$ cat src/rtl/pulse_gen_pkg.sv
// Shared definitions for the multi-channel pulse generator: channel FSM
// state encodings and small constant helpers used for counter sizing.
package pulse_gen_pkg;

    localparam logic [1:0] ST_IDLE    = 2'd0;
    localparam logic [1:0] ST_PULSE   = 2'd1;
    localparam logic [1:0] ST_HOLDOFF = 2'd2;

    function automatic int imax(input int a, input int b);
        return (a > b) ? a : b;
    endfunction

    // A programmed width of zero still produces a single-cycle pulse.
    function automatic logic [31:0] max_width(input logic [31:0] w);
        return (w == 32'd0) ? 32'd1 : w;
    endfunction

endpackage

$ cat src/rtl/pulse_gen_multi_if.sv
// Control/status bundle between the event sources and the pulse generator.
interface pulse_gen_multi_if #(
    parameter int CHANNELS = 4,
    parameter int WIDTH_W  = 8
) ();

    logic [CHANNELS-1:0] en;
    logic [CHANNELS-1:0] sig;
    logic [WIDTH_W-1:0]  width;
    logic [CHANNELS-1:0] retrig;
    logic [CHANNELS-1:0] clear_missed;
    logic [CHANNELS-1:0] pulse;
    logic [CHANNELS-1:0] busy;
    logic [CHANNELS-1:0] missed;

    modport master (
        output en, sig, width, retrig, clear_missed,
        input  pulse, busy, missed
    );

    modport slave (
        input  en, sig, width, retrig, clear_missed,
        output pulse, busy, missed
    );

endinterface

$ cat src/rtl/pulse_gen_channel.sv
// One pulse channel: rising-edge detect, IDLE/PULSE/HOLDOFF sequencer with a
// shared down-counter, and a sticky flag for triggers that were not accepted.
module pulse_gen_channel
    import pulse_gen_pkg::*;
#(
    parameter int WIDTH_W = 8,
    parameter int HOLDOFF = 2
) (
    input  logic               clock,
    input  logic               reset_n,
    input  logic               en_i,
    input  logic               sig_i,
    input  logic [WIDTH_W-1:0] width_i,
    input  logic               retrig_i,
    input  logic               clear_missed_i,
    output logic               pulse_o,
    output logic               busy_o,
    output logic               missed_o
);

    localparam int CNT_W = imax(WIDTH_W, imax($clog2(HOLDOFF + 1), 1));

    logic [1:0]       state_q, state_d;
    logic [CNT_W-1:0] cnt_q, cnt_d;
    logic             sig_q;
    logic             missed_q, missed_d;
    logic             pulse_q, busy_q;

    logic             trigger;
    logic             lastCycle;
    logic             acceptTrig;
    logic             rejectTrig;
    logic [CNT_W-1:0] loadVal;

    always_comb begin
        trigger   = sig_i & ~sig_q & en_i;
        lastCycle = (cnt_q == CNT_W'(1));
        loadVal   = CNT_W'(max_width(32'(width_i)));

        // The final cycle of PULSE (no holdoff) or HOLDOFF already counts as
        // free, so a trigger sampled there starts a new pulse back to back.
        acceptTrig = 1'b0;
        case (state_q)
            ST_IDLE:    acceptTrig = trigger;
            ST_PULSE:   acceptTrig = trigger & (retrig_i | (lastCycle & (HOLDOFF == 0)));
            ST_HOLDOFF: acceptTrig = trigger & lastCycle;
            default:    acceptTrig = trigger;
        endcase
        rejectTrig = trigger & ~acceptTrig;

        state_d = state_q;
        cnt_d   = cnt_q;
        if (!en_i) begin
            state_d = ST_IDLE;
            cnt_d   = '0;
        end else if (acceptTrig) begin
            state_d = ST_PULSE;
            cnt_d   = loadVal;
        end else begin
            case (state_q)
                ST_PULSE: begin
                    if (!lastCycle) begin
                        cnt_d = cnt_q - CNT_W'(1);
                    end else if (HOLDOFF > 0) begin
                        state_d = ST_HOLDOFF;
                        cnt_d   = CNT_W'(HOLDOFF);
                    end else begin
                        state_d = ST_IDLE;
                        cnt_d   = '0;
                    end
                end
                ST_HOLDOFF: begin
                    if (lastCycle) begin
                        state_d = ST_IDLE;
                        cnt_d   = '0;
                    end else begin
                        cnt_d = cnt_q - CNT_W'(1);
                    end
                end
                default: begin
                    state_d = ST_IDLE;
                    cnt_d   = '0;
                end
            endcase
        end

        missed_d = rejectTrig | (missed_q & ~clear_missed_i);
    end

    // sig_q resets high so a level already present at reset release is not an edge.
    always_ff @(posedge clock or negedge reset_n) begin
        if (!reset_n) begin
            state_q  <= ST_IDLE;
            cnt_q    <= '0;
            sig_q    <= 1'b1;
            missed_q <= 1'b0;
            pulse_q  <= 1'b0;
            busy_q   <= 1'b0;
        end else begin
            state_q  <= state_d;
            cnt_q    <= cnt_d;
            sig_q    <= sig_i;
            missed_q <= missed_d;
            pulse_q  <= (state_d == ST_PULSE);
            busy_q   <= (state_d != ST_IDLE);
        end
    end

    assign pulse_o  = pulse_q;
    assign busy_o   = busy_q;
    assign missed_o = missed_q;

    acceptRaisesPulse: assert property (
        @(posedge clock) disable iff (!reset_n) acceptTrig |=> pulse_o
    );

    pulseEndsAfterCount: assert property (
        @(posedge clock) disable iff (!reset_n)
        (state_q == ST_PULSE && lastCycle && !acceptTrig) |=> !pulse_o
    );

endmodule

$ cat src/rtl/pulse_gen_multi.sv
// Multi-channel programmable pulse generator: independent channels sharing
// one pulse-width setting.
module pulse_gen_multi
    import pulse_gen_pkg::*;
#(
    parameter int CHANNELS = 4,
    parameter int WIDTH_W  = 8,
    parameter int HOLDOFF  = 2
) (
    input logic               clock,
    input logic               reset_n,
    pulse_gen_multi_if.slave  bus
);

    for (genvar g = 0; g < CHANNELS; g++) begin : g_ch
        pulse_gen_channel #(
            .WIDTH_W (WIDTH_W),
            .HOLDOFF (HOLDOFF)
        ) u_channel (
            .clock          (clock),
            .reset_n        (reset_n),
            .en_i           (bus.en[g]),
            .sig_i          (bus.sig[g]),
            .width_i        (bus.width),
            .retrig_i       (bus.retrig[g]),
            .clear_missed_i (bus.clear_missed[g]),
            .pulse_o        (bus.pulse[g]),
            .busy_o         (bus.busy[g]),
            .missed_o       (bus.missed[g])
        );
    end

endmodule

$ cat src/flat_wrapper.sv
// flat-port wrapper written by rule: the top's interface ports become plain ports
module pulse_gen_multi_flat import pulse_gen_pkg::*;
#(
    parameter int CHANNELS = 4,
    parameter int WIDTH_W  = 8,
    parameter int HOLDOFF  = 2
)
  (clock, reset_n, bus_en, bus_sig, bus_width, bus_retrig, bus_clear_missed, bus_pulse, bus_busy, bus_missed);
  pulse_gen_multi_if #(.CHANNELS(CHANNELS), .WIDTH_W(WIDTH_W)) bus_i ();
  input logic clock;
  input logic reset_n;
  input wire logic [$bits(bus_i.en)-1:0] bus_en;
  input wire logic [$bits(bus_i.sig)-1:0] bus_sig;
  input wire logic [$bits(bus_i.width)-1:0] bus_width;
  input wire logic [$bits(bus_i.retrig)-1:0] bus_retrig;
  input wire logic [$bits(bus_i.clear_missed)-1:0] bus_clear_missed;
  output wire logic [$bits(bus_i.pulse)-1:0] bus_pulse;
  output wire logic [$bits(bus_i.busy)-1:0] bus_busy;
  output wire logic [$bits(bus_i.missed)-1:0] bus_missed;
  assign bus_i.en = bus_en;
  assign bus_i.sig = bus_sig;
  assign bus_i.width = bus_width;
  assign bus_i.retrig = bus_retrig;
  assign bus_i.clear_missed = bus_clear_missed;
  assign bus_pulse = bus_i.pulse;
  assign bus_busy = bus_i.busy;
  assign bus_missed = bus_i.missed;
  pulse_gen_multi #(.CHANNELS(CHANNELS), .WIDTH_W(WIDTH_W), .HOLDOFF(HOLDOFF)) u_core (.clock(clock), .reset_n(reset_n), .bus(bus_i));
endmodule
$ cat config.mk
export PLATFORM = sky130hd
export DESIGN_NAME = pulse_gen_multi_flat
export DESIGN_NICKNAME = d
export VERILOG_FILES = /design/src/rtl/pulse_gen_pkg.sv /design/src/rtl/pulse_gen_multi_if.sv /design/src/rtl/pulse_gen_channel.sv /design/src/rtl/pulse_gen_multi.sv /design/src/flat_wrapper.sv
export SDC_FILE = /design/constraint.sdc
export NUM_CORES = 1
export LEC_CHECK = 0
export CAP_MARGIN = 20
export CELL_PAD_IN_SITES_DETAIL_PLACEMENT = 0
export CELL_PAD_IN_SITES_GLOBAL_PLACEMENT = 1
export CORE_ASPECT_RATIO = 1.5
export CORE_MARGIN = 10
export CORE_UTILIZATION = 39
export DETAILED_ROUTE_END_ITERATION = 16
export HOLD_SLACK_MARGIN = 0.15
export PLACE_DENSITY = 0.8
export SETUP_SLACK_MARGIN = 0.5
export SLEW_MARGIN = 20
export SYNTH_ARGS = -nofsm -noshare
export SYNTH_HDL_FRONTEND = slang
export SYNTH_SLANG_ARGS = --single-unit
$ cat constraint.sdc
create_clock -name clock -period 2.1 [get_ports clock]
set_clock_uncertainty 0.15 [all_clocks]
set_input_delay 0.42 -clock clock [delete_from_list [all_inputs] [get_ports clock]]
set_output_delay 0.42 -clock clock [all_outputs]
set_load 0.02 [all_outputs]
== After elaboration in Yosys (flattened, before gate mapping) ==
Cells that the tools add are included.

* Flip-flop bits (word level): 56
* Input port bits: 26
* Output and inout bits: 12
* Logic and storage cells: 134

* $add $sub $neg: 4
* Equal/unequal tests: 16
* Multiplexer cells: 45
* Bitwise logic cells: 40
* Reductions and logical operators: 5

{| class="wikitable"
|+ Operators by type and width
! operator !! count
|-
| two-way mux 8 bit || 17
|-
| one-hot mux 8 bit (2 select lines) || 4
|-
| == test 8 x 1 -> 1 bit, second input constant || 4
|-
| two-way mux 2 bit || 16
|-
| subtractor 8 x 1 -> 8 bit, second input constant || 4
|-
| AND 1 bit || 24
|-
| == test 2 x 1 -> 1 bit, second input constant || 8
|-
| one-hot mux 2 bit (2 select lines) || 4
|-
| inverter 1 bit || 12
|-
| == test 2 bit, second input constant || 4
|-
| zero test 8 bit || 1
|-
| one-hot mux 1 bit (2 select lines) || 4
|-
| nonzero test 2 bit || 4
|-
| bitwise OR 1 bit || 4
|}

== Logic depth before layout (Yosys ltp) ==
Gate-level depths: netlist of run 1.

* Depth after elaboration: 8
* Gate-level depth with buffers: 8
* Gate-level depth less buffers: 7

== Modules after synthesis ==
Synthesis of run 1 repeated with hierarchy kept, for this count alone.

* Cells, all modules: 353
* Area total of the unflattened synthesis: 3478.3 um^2

{| class="wikitable"
|+ By module, submodules not included
! module !! instances !! cells each !! area an instance (um^2) !! sequential area each (um^2)
|-
| pulse_gen_channel (u_core.g_ch[1].u_channel ...) || 2 || 86 || 855.8 || 351.6
|-
| pulse_gen_channel (u_core.g_ch[0].u_channel) || 1 || 93 || 898.4 || 351.6
|-
| pulse_gen_channel (u_core.g_ch[3].u_channel) || 1 || 88 || 868.3 || 351.6
|}

== Worst setup path before layout of run 1 ==
OpenSTA, ideal clock, no wires.

* Path type: register -> register
* Start: register u_core.g_ch[0].u_channel.cnt_q[1]
* End: register u_core.g_ch[0].u_channel.pulse_q
* Setup time: 0.120 ns
* Arrival time: 1.883 ns
* Data required time: 1.830 ns
* Slack: -0.054 ns
* Cell stages (with the launch flop): 8
* Buffers on the path: 0
* Period minus slack after synthesis: 2.154 ns
* Cells stage by stage: dfrtp_1 > inv_1 > ha_1 > nor3b_1 > and2_4 > a21oi_2 > or3b_4 > a41o_1

* Longest elaborated chain between the ends: 6
* Elaborated cells between the ends (all ways): 9
* Those cells by class: eq/ne (2); mux (6); bitwise (1)

{| class="wikitable"
|+ Ends and longest elaborated chain
! item !! RTL line !! text
|-
| start, declared || pulse_gen_channel.sv:24 || <nowiki>logic [CNT_W-1:0] cnt_q, cnt_d;</nowiki>
|-
| start signal, assigned || pulse_gen_channel.sv:101 || <nowiki>cnt_q <= cnt_d;</nowiki>
|-
| == test 8 x 1 -> 1 bit * || pulse_gen_channel.sv:37 || <nowiki>lastCycle = (cnt_q == CNT_W'(1));</nowiki>
|-
| two-way mux 2 bit, or another cell as far along || pulse_gen_channel.sv:73 || <nowiki>if (lastCycle) begin</nowiki>
|-
| one-hot mux 2 bit (2 select lines) / one-hot mux 1 bit (2 select lines) (equally long branches) || pulse_gen_channel.sv:60, pulse_gen_channel.sv:43 ||
|-
| two-way mux 2 bit * || pulse_gen_channel.sv:56 || <nowiki>end else if (acceptTrig) begin</nowiki>
|-
| two-way mux 2 bit * || pulse_gen_channel.sv:53 || <nowiki>if (!en_i) begin</nowiki>
|-
| == test 2 x 1 -> 1 bit * || pulse_gen_channel.sv:104 || <nowiki>pulse_q <= (state_d == ST_PULSE);</nowiki>
|-
| end signal, assigned || pulse_gen_channel.sv:104 ||
|-
| end, declared || pulse_gen_channel.sv:27 || <nowiki>logic pulse_q, busy_q;</nowiki>
|}

Every way passes the cells marked *; elsewhere a longest branch is shown, timed or not.

== Worst setup path after layout of run 1 ==
* Start: register u_core.g_ch[0].u_channel.cnt_q[0]
* End: register u_core.g_ch[0].u_channel.cnt_q[0]

* Longest elaborated chain between the ends: 5
* Elaborated cells between the ends (all ways): 9
* Those cells by class: add/sub (1); eq/ne (1); mux (6); bitwise (1)

{| class="wikitable"
|+ Ends and longest elaborated chain
! item !! RTL line
|-
| subtractor 8 x 1 -> 8 bit / == test 8 x 1 -> 1 bit (equally long branches) || pulse_gen_channel.sv:63, pulse_gen_channel.sv:77, pulse_gen_channel.sv:37
|-
| two-way mux 8 bit, or another cell as far along || pulse_gen_channel.sv:73
|-
| one-hot mux 8 bit (2 select lines) / one-hot mux 1 bit (2 select lines) (equally long branches) || pulse_gen_channel.sv:60, pulse_gen_channel.sv:43
|-
| two-way mux 8 bit * || pulse_gen_channel.sv:56
|-
| two-way mux 8 bit * || pulse_gen_channel.sv:53
|-
| net u_core.g_ch[0].u_channel.cnt_d[0] || pulse_gen_channel.sv:24
|}

The timed path passes the listed nets; every way through them passes the cells marked *.

==> metrics.yaml, run 1 <==
run_status:
  status: "complete, no violations"
global_route:
  grt.total_usage_pct: 14.06
  grt_pass1_vias: 2945
  antenna_found_initial: 0
  grt-ovfl-total: 0
  grt_pass1_wl_mm: 14.21
  grt_start_max_net_pins: 57
clock_network:
  clockRootBuffer: "clkbuf_16"
  clkTransAtPathRegs_ns: 0.08
  cts_max_level: 2
  worstSkewPairLatency_ns: 0.30
  clk_path_buf_depth: 2
  numClockSinks: 56
  cts_buffers: 5
  cts_tree: "built"
placed_design:
  dp_hpwl_mm: 5.830
  dpl-instance-area_mm2: 0.004114
  portBuffers: 37
  dp_cells: 501
  place_congestion: 0.7983
power_and_ir_drop:
  powerDensity_mw_per_mm2: 530.9
  intPower_mw: 1.976
  pwr-share-clk_pct: 39.2
  switchingPower_mw: 0.6587
  total_power_mw: 2.635
  switching_share_pct: 25.00
  irDropWorstVdd_v: 0.0003878
  p_seq_share_pct: 43.3
  p_leak_nw: 2.219
  pwr-share-comb_pct: 17.5
synthesis:
  ys_seq_area_share_pct: 43.25
  synth_edf_count: 0
  synth_flop_cell: "dfrtp_1"
  yosysWarnings: 0
  synth_cells: 334
  syn_area_per_cell_um2: 9.736
  synth-seq-cells: 56
  async_reset_ff_share_pct: 100.0
  mappedNetlistArea_mm2: 0.003252
  synthesis.nets: 376
  yosysUniqueCellTypes: 58
sta:
  setup_tns_ns: 0
  rsz0062_at_grt: "true"
  maxSlewHeadroom_pct: 72.81
  max_freq_mhz: 484.1
  setup_viol: 0
  period_share_pct: 98.36
  worst_slew_pin_slew_ns: 0.4079
  timing_hold_violations_final: 0
  drv_slew: 0
  whs_ns: 0.3565
  period_minus_slack_ns: 2.066
critical_path:
  crit_arrival_ns: 2.15
  path_class: "reg2reg"
  start_kind: "flip-flop"
  cp_top_family: "simple AND/OR/NAND/NOR gates"
  cp_slowest_stage_delay_ns: 0.49
  crit_chain: "ha_4 -> nor3b_4 -> a311oi_4 -> nor3_4 -> or4_1 -> a21boi_1"
  cpMaxStageDelayCell: "or4_1"
  path_buf_inv: 0
  end_kind: "flip-flop"
  cp_data_required_time_ns: 2.18
  path_max_fanout: 6
hold_path:
  min_path_type: "reg2reg"
final_layout:
  fillers: 686
  ff_latch_area_mm2: 0.001410
  layout_commonest_cell: "dfrtp_1"
  multi_input_area_mm2: 0.002155
  n_antenna_cell: 0
  stdcell_area_mm2: 0.004962
  most-common-layout-cells: "49 x dfrtp_1, 46 x buf_4, 24 x clkdlybuf4s50_1"
  fin_nets: 471
  final_cells: 535
  area_delta_synth_final_pct: 52.60
  drive_gt1_share_pct: 41.40
route:
  drt_iter0_drc: 76
  viasPerCell: 5.256
  drt-pass1-iter-count: 4
  drc: 0
  ant_nets: 0
  wl_mm: 8.748
  vias: 2812
  wl_per_cell_um: 16.35
run:
  maxCapViolations: 0
die:
  initial_utilization_pct: 40.36
  dieArea_mm2: 0.01247
  row_count: 40
  core_area_mm2: 0.008058
  die_x_um: 94.56
  die_height_um: 131.8
  ios: 38
-- cell usage after synthesis, types with 2 or more instances --
library cell,number,area [um2]
o31ai_1,8,60.06
nand2b_1,3,18.77
xnor2_1,8,70.07
nand3b_1,6,45.04
and3_1,2,12.51
ha_1,16,200.2
and2_1,2,12.51
nor3_2,2,20.02
clkbuf_1,2,7.510
a22o_1,3,26.28
nor2_1,22,82.58
a21boi_0,7,52.55
or4_1,3,22.52
a21oi_1,12,60.06
buf_4,13,97.59
nand3_1,3,15.01
dfstp_2,4,105.1
inv_1,23,86.33
or3_1,6,37.54
nand2_1,40,150.1
nor3b_1,4,30.03
mux2_2,2,22.52
nor3_1,14,70.07
o21a_1,3,22.52
o2bb2ai_1,5,43.79
a21boi_1,7,52.55
nor2b_1,6,37.54
mux2i_1,4,40.04
dfrtp_1,52,1301
a311oi_2,2,30.03
o211ai_1,2,15.01
o21ai_0,7,35.03
nor4_2,2,25.02
xor2_1,9,78.83
a21o_1,4,30.03
a31o_2,2,17.52
buf_2,3,15.01
-- cell families after synthesis --
logic type,count (synthesis),synth area share (%)
xor gates and xnor gates,17,4.579
and+or+nand+nor,126,21.39
buffers and inverters,41,6.348
AOI/OAI and AO/OA,72,16.35
adders and majority gates,16,6.156
DFF,56,43.25
muxes,6,1.924
-- worst paths after layout --
kind / depth (start not counted) / slack, ns / to / start
max: 6 / 0.03 / u_core.g_ch[0].u_channel.cnt_q[0]$_DFF_PN0_ / u_core.g_ch[0].u_channel.cnt_q[0]$_DFF_PN0_
min: 1 / 0.36 / u_core.g_ch[0].u_channel.missed_o$_DFF_PN0_ / u_core.g_ch[0].u_channel.missed_o$_DFF_PN0_
max reg2reg: 6 / 0.03 / u_core.g_ch[0].u_channel.cnt_q[0]$_DFF_PN0_ / u_core.g_ch[0].u_channel.cnt_q[0]$_DFF_PN0_
min reg2reg: 1 / 0.36 / u_core.g_ch[0].u_channel.missed_o$_DFF_PN0_ / u_core.g_ch[0].u_channel.missed_o$_DFF_PN0_
max in group asynchronous: 3 / 0.99 / u_core.g_ch[1].u_channel.sig_q$_DFF_PN1_ / reset_n
min in group asynchronous: 3 / 0.50 / u_core.g_ch[3].u_channel.pulse_o$_DFF_PN0_ / reset_n
-- power by group through the flow --
stage	Clock, mW	Sequential [mW]	Combinational (mW)
after detailed placement	0	1.16	0.378
after global routing	1.08	1.14	0.503
after floorplan	0	1.15	0.201
final	1.03	1.14	0.461
after CTS	1.05	1.14	0.422
after global placement	0	1.16	0.373
-- per-layer routing --
layer	GRT usage [%]	up-vias	part of all wire, %
met2	24.81	43	55
met5	0	-	0
met3	2.680	12	2.9
met4	6.177	0	1.9
li1	-	1358	-
met1	15.58	1399	40
-- per-stage QoR --
step | util [%] | setup WS, ns
floorplan | - | 0.1392
global placement | 51.06 | -0.1743
detailed placement | 51.06 | -0.1820
CTS | 57.64 | 0.02708
global route | 61.58 | -0.08917
finish | 61.58 | 0.03442
-- what timing repair did --
item | 4_1_cts | 5_1_grt
hold buffers | 1 | 0
pin swaps | 32 | 22
setup buffers | 14 | 9
resized for setup | 57 | 57
cloned | 2 | 0
hold endpoints to repair | 52 | 0
setup endpoints to repair | 63 | 55
-- layout make-up --
type / count / area share, %
clock buffer: 7 / 3.076
multi-input combinational: 238 / 43.42
sequential: 56 / 28.42
timing repair buffer: 105 / 20.10
tap: 105 / 2.648
clock inverter: 1 / 0.6051
inverter: 23 / 1.740
-- state kept, by name (all words and copies together) (netlist names) --
signal,flops
u_core.g_ch.u_channel.cnt_q,32
u_core.g_ch.u_channel.state_q,8
u_core.g_ch.u_channel.missed_o,4
u_core.g_ch.u_channel.busy_o,4
u_core.g_ch.u_channel.pulse_o,4
u_core.g_ch.u_channel.sig_q,4
Power figures use the tool's default switching activity.
==> run 2: changes to the inputs <==
Settings changed: SLEW_MARGIN 20 to 15, TNS_END_PERCENT from default to 1.
==> metrics.yaml, run 2 (synthesis results as in run 1) <==
sta:
  fin_ws_ns: -0.005664
  rsz0062_at_grt: "true"
  worst_slew_pin_slew_ns: 0.3929
  period_minus_slack_ns: 2.106
  max_freq_mhz: 474.9
  whs_ns: 0.3642
  maxSlewHeadroom_pct: 73.13
  period_share_pct: 100.3
  setup_viol: 1
  drv_slew: 0
  timing_hold_violations_final: 0
clock_network:
  clk_path_buf_depth: 2
  numClockSinks: 56
  cts_tree: "built"
  clkTransAtPathRegs_ns: 0.07
  cts_max_level: 2
  clockRootBuffer: "clkbuf_16"
  cts_buffers: 5
  worstSkewPairLatency_ns: 0.29
critical_path:
  cp_data_required_time_ns: 2.17
  crit_chain: "ha_4 -> nor3b_4 -> a311oi_4 -> nor3_4 -> buf_6 -> or4_1 -> a21boi_1"
  cp_slowest_stage_delay_ns: 0.46
  path_class: "reg2reg"
  start_kind: "flip-flop"
  cpMaxStageDelayCell: "or4_1"
  end_kind: "flip-flop"
  crit_arrival_ns: 2.18
  path_max_fanout: 4
run_status:
  violations: "setup timing"
  status: "complete, but fails checks"
final_layout:
  multi_input_area_mm2: 0.002039
  top_regs: "u_core.g_ch.u_channel.cnt_q: 32 flops, u_core.g_ch.u_channel.state_q: 8 flops"
  top_register: "u_core.g_ch.u_channel.cnt_q"
  fin_nets: 460
  most-common-layout-cells: "50 x dfrtp_1, 46 x buf_4, 30 x nand2_1"
  layout_commonest_cell: "dfrtp_1"
  area_delta_synth_final_pct: 44.48
  largest_reg_flops: 32
  fillers: 685
  drive_gt1_share_pct: 34.84
  ff_latch_area_mm2: 0.001409
  n_antenna_cell: 0
  final_util_pct: 58.31
die:
  core_area_mm2: 0.008058
  ios: 38
  die_x_um: 94.56
  die_height_um: 131.8
  initial_utilization_pct: 40.36
  dieArea_mm2: 0.01247
  row_count: 40
power_and_ir_drop:
  powerDensity_mw_per_mm2: 515.8
  p_leak_nw: 2.299
  total_power_mw: 2.423
  irDropWorstVdd_v: 0.0003183
global_route:
  grt_start_max_net_pins: 57
  grt_pass1_wl_mm: 12.72
  grt-ovfl-total: 0
  grt_pass1_vias: 2760
  grt.total_usage_pct: 12.39
  antenna_found_initial: 0
hold_path:
  min_path_type: "reg2reg"
route:
  drc: 0
  vias: 2702
  ant_nets: 0
  wl_per_cell_um: 15.74
  drt_iter0_drc: 87
  wl_mm: 8.250
  viasPerCell: 5.156
  drt-pass1-iter-count: 6
placed_design:
  place_congestion: 0.8457
  portBuffers: 37
  dp_hpwl_mm: 5.710
run:
  maxCapViolations: 0
run 2: changes by cell type in the layout (fill, tap and decap cells not counted), moves of 4 or more:
cell,change
nand2_1,+8
buf_6,-6
nand2_2,-9
dlymetal6s2s_1,+12
o31ai_1,+4
dlygate4sd2_1,-9
run 2: per-stage QoR:
| step | cell area, um2 | TNS (ns) | std cells | setup WS, ns |
|---|---|---|---|---|
| 2_1_floorplan | 3271 | 0 | 334 | 0.1390 |
| 5_1_grt | 4698 | -0.3571 | 524 | -0.09128 |
| 6_report | 4698 | -0.005664 | 524 | -0.005664 |
| 3_5_place_dp | 4035 | -2.269 | 508 | -0.1994 |
| 4_1_cts | 4228 | 0 | 518 | 0.02931 |
| 3_3_place_gp | 4035 | -1.688 | 508 | -0.1578 |
run 2: final timing paths:
check / start / endpoint / slack (ns) / depth (start not counted)
max: u_core.g_ch[0].u_channel.cnt_q[0]$_DFF_PN0_ / u_core.g_ch[0].u_channel.cnt_q[0]$_DFF_PN0_ / -0.006 / 7
min: u_core.g_ch[3].u_channel.missed_o$_DFF_PN0_ / u_core.g_ch[3].u_channel.missed_o$_DFF_PN0_ / 0.36 / 1
max reg2reg: u_core.g_ch[0].u_channel.cnt_q[0]$_DFF_PN0_ / u_core.g_ch[0].u_channel.cnt_q[0]$_DFF_PN0_ / -0.006 / 7
min reg2reg: u_core.g_ch[3].u_channel.missed_o$_DFF_PN0_ / u_core.g_ch[3].u_channel.missed_o$_DFF_PN0_ / 0.36 / 1
max in group asynchronous: reset_n / u_core.g_ch[1].u_channel.sig_q$_DFF_PN1_ / 0.98 / 3
min in group asynchronous: reset_n / u_core.g_ch[2].u_channel.busy_o$_DFF_PN0_ / 0.49 / 3
run 2: layout make-up:
| class | count | share of cell area, % |
|---|---|---|
| Clock buffer | 6 | 2.956 |
| Inverter | 23 | 1.838 |
| Tap cell | 105 | 2.796 |
| Multi-Input combinational cell | 237 | 43.41 |
| Timing Repair Buffer | 95 | 18.80 |
| Clock inverter | 2 | 0.2130 |
| Sequential cell | 56 | 29.99 |
run 2: repair_timing:
action / in CTS / in global routing
gates resized for setup: 5 / 110
hold endpoints to repair: 52 / 0
hold buffers: 1 / 0
pin swaps: 1 / 45
setup buffers: 1 / 6
gates cloned: 0 / 0
endpoints found under the setup margin: 63 / 64
run 2: layer usage:
layer	wire length (um)	up-vias	global-route usage, %
li1	-	1324	-
met1	3546	1338	14.60
met2	4376	31	21.34
met3	218	9	2.623
met4	109	0	4.090
met5	0	-	0
run 2: critical path: cells and delay by family (launching register included):
kind / cells / cell delay [ns]
simple gates: 3 / 0.71
flops: 1 / 0.41
buf+inv: 1 / 0.14
fa+ha+maj: 1 / 0.18
compound gates: 2 / 0.44
run 2: report_power, final:
group	switching, mW	internal (mW)	leakage [nW]
sequential	0.0267	1.11	0.753
combinational	0.206	0.216	1.47
clock	0.392	0.472	0.0766
==> run 3: changes to the inputs <==
Settings changed: PLACE_DENSITY 0.8 to default, PLACE_DENSITY_LB_ADDON from default to 0.1.
==> metrics.yaml, run 3 (synthesis results as in run 1) <==
critical_path:
  path_max_fanout: 4
  r2r_slack_ns: 0.09
  ff2ff_path_depth: 6
  crit_arrival_ns: 2.09
  path_class: "reg2reg"
  start_kind: "flip-flop"
  cp_data_required_time_ns: 2.18
  end_kind: "flip-flop"
final_layout:
  drive_gt1_share_pct: 34.20
  area_delta_synth_final_pct: 43.40
  final_util_pct: 57.87
  most-common-layout-cells: "57 x buf_4, 50 x dfrtp_1, 29 x nand2_1"
  n_antenna_cell: 0
  fin_nets: 465
  layout_commonest_cell: "buf_4"
  fillers: 718
  top_regs: "u_core.g_ch.u_channel.cnt_q: 32 flops, u_core.g_ch.u_channel.state_q: 8 flops"
  top_register: "u_core.g_ch.u_channel.cnt_q"
  largest_reg_flops: 32
  stdcell_area_mm2: 0.004663
route:
  drt_iter0_drc: 62
  ant_nets: 0
  wl_per_cell_um: 15.89
  vias: 2723
  wl_mm: 8.405
  viasPerCell: 5.147
  drt-pass1-iter-count: 4
  drc: 0
die:
  initial_utilization_pct: 40.36
  row_count: 40
  dieArea_mm2: 0.01247
  core_area_mm2: 0.008058
  die_x_um: 94.56
  die_height_um: 131.8
  ios: 38
hold_path:
  holdPathStages: 1
  min_path_type: "reg2reg"
global_route:
  antenna_found_initial: 0
  grt_pass1_vias: 2811
  grt_start_max_net_pins: 22
  grt-ovfl-total: 0
  grt.total_usage_pct: 13.42
  grt_pass1_wl_mm: 13.50
clock_network:
  clockRootBuffer: "clkbuf_16"
  cts_tree: "built"
  cts_buffers: 5
  numClockSinks: 56
  clkTransAtPathRegs_ns: 0.08
  clk_path_buf_depth: 2
  worstSkewPairLatency_ns: 0.30
  cts_max_level: 2
sta:
  drv_slew: 0
  worst_slew_pin_slew_ns: 0.5730
  maxSlewHeadroom_pct: 61.80
  fin_ws_ns: 0.08805
  max_freq_mhz: 497.0
  period_share_pct: 95.81
  period_minus_slack_ns: 2.012
  timing_hold_violations_final: 0
  setup_viol: 0
  rsz0062_at_grt: "true"
  setup_tns_ns: 0
placed_design:
  portBuffers: 37
  dpl-instance-area_mm2: 0.004085
  post-place-ws_ns: -0.1747
  dp_hpwl_mm: 6.128
  place_congestion: 0.8075
run_status:
  status: "complete, no violations"
power_and_ir_drop:
  powerDensity_mw_per_mm2: 521.0
  irDropWorstVdd_v: 0.0004682
  p_leak_nw: 2.292
run:
  maxCapViolations: 0
-- run 3: layout make-up --
type	count	area (um2)	area share [%]
tap	105	131.4	2.817
clock inverter	3	23.77	0.5098
sequential	56	1409	30.21
clock buffer	5	125.1	2.683
timing repair buffer	100	907.1	19.45
inverter	23	86.33	1.851
multi-input combinational	237	1981	42.47
-- run 3: where the power goes --
group	internal, mW	switching [mW]	leakage (nW)	total [mW]
Sequential	1.11	0.0257	0.753	1.14
Clock	0.446	0.429	0.0660	0.875
Combinational	0.216	0.202	1.47	0.419
-- run 3: worst paths after layout --
path,startpoint,to
worst max-delay path,u_core.g_ch[3].u_channel.cnt_q[0]$_DFF_PN0_,u_core.g_ch[3].u_channel.cnt_q[5]$_DFF_PN0_
worst min-delay path,u_core.g_ch[2].u_channel.state_q[1]$_DFF_PN0_,u_core.g_ch[2].u_channel.pulse_o$_DFF_PN0_
worst max register to register,u_core.g_ch[3].u_channel.cnt_q[0]$_DFF_PN0_,u_core.g_ch[3].u_channel.cnt_q[5]$_DFF_PN0_
worst min register to register,u_core.g_ch[2].u_channel.state_q[1]$_DFF_PN0_,u_core.g_ch[2].u_channel.pulse_o$_DFF_PN0_
max in group asynchronous,reset_n,u_core.g_ch[1].u_channel.sig_q$_DFF_PN1_
min in group asynchronous,reset_n,u_core.g_ch[2].u_channel.cnt_q[5]$_DFF_PN0_
-- run 3: stage by stage --
| stage | hold slack [ns] | power, mW | std cells |
|---|---|---|---|
| after floorplan | -0.02559 | 1.340 | 334 |
| after global placement | 0.2964 | 1.529 | 513 |
| after detailed placement | 0.3019 | 1.531 | 513 |
| after CTS | 0.3776 | 2.424 | 527 |
| after global routing | 0.3810 | 2.534 | 529 |
| final | 0.3656 | 2.429 | 529 |
-- run 3: critical path, cell delays in order, from the launching register on --
cell,delay (ns)
dfrtp_1,0.42
ha_4,0.17
nor3b_4,0.16
a311oi_2,0.27
nor3_2,0.10
or4_1,0.50
a21boi_1,0.16
-- run 3: timing repair --
item | 4_1_cts | 5_1_grt
endpoints found under the hold margin | 18 | 0
endpoints found under the setup margin | 63 | 64
resized for setup | 10 | 88
pin swaps | 9 | 43
buffers inserted | 5 | 2
hold buffers | 1 | 0
-- run 3: per-layer routing --
layer / up-vias / track usage (%) / routed length (um)
met2: 38 / 23.63 / 4480
met1: 1338 / 15.69 / 3582
met4: 0 / 3.506 / 99
li1: 1339 / - / -
met3: 8 / 2.908 / 243
met5: - / 0 / 0
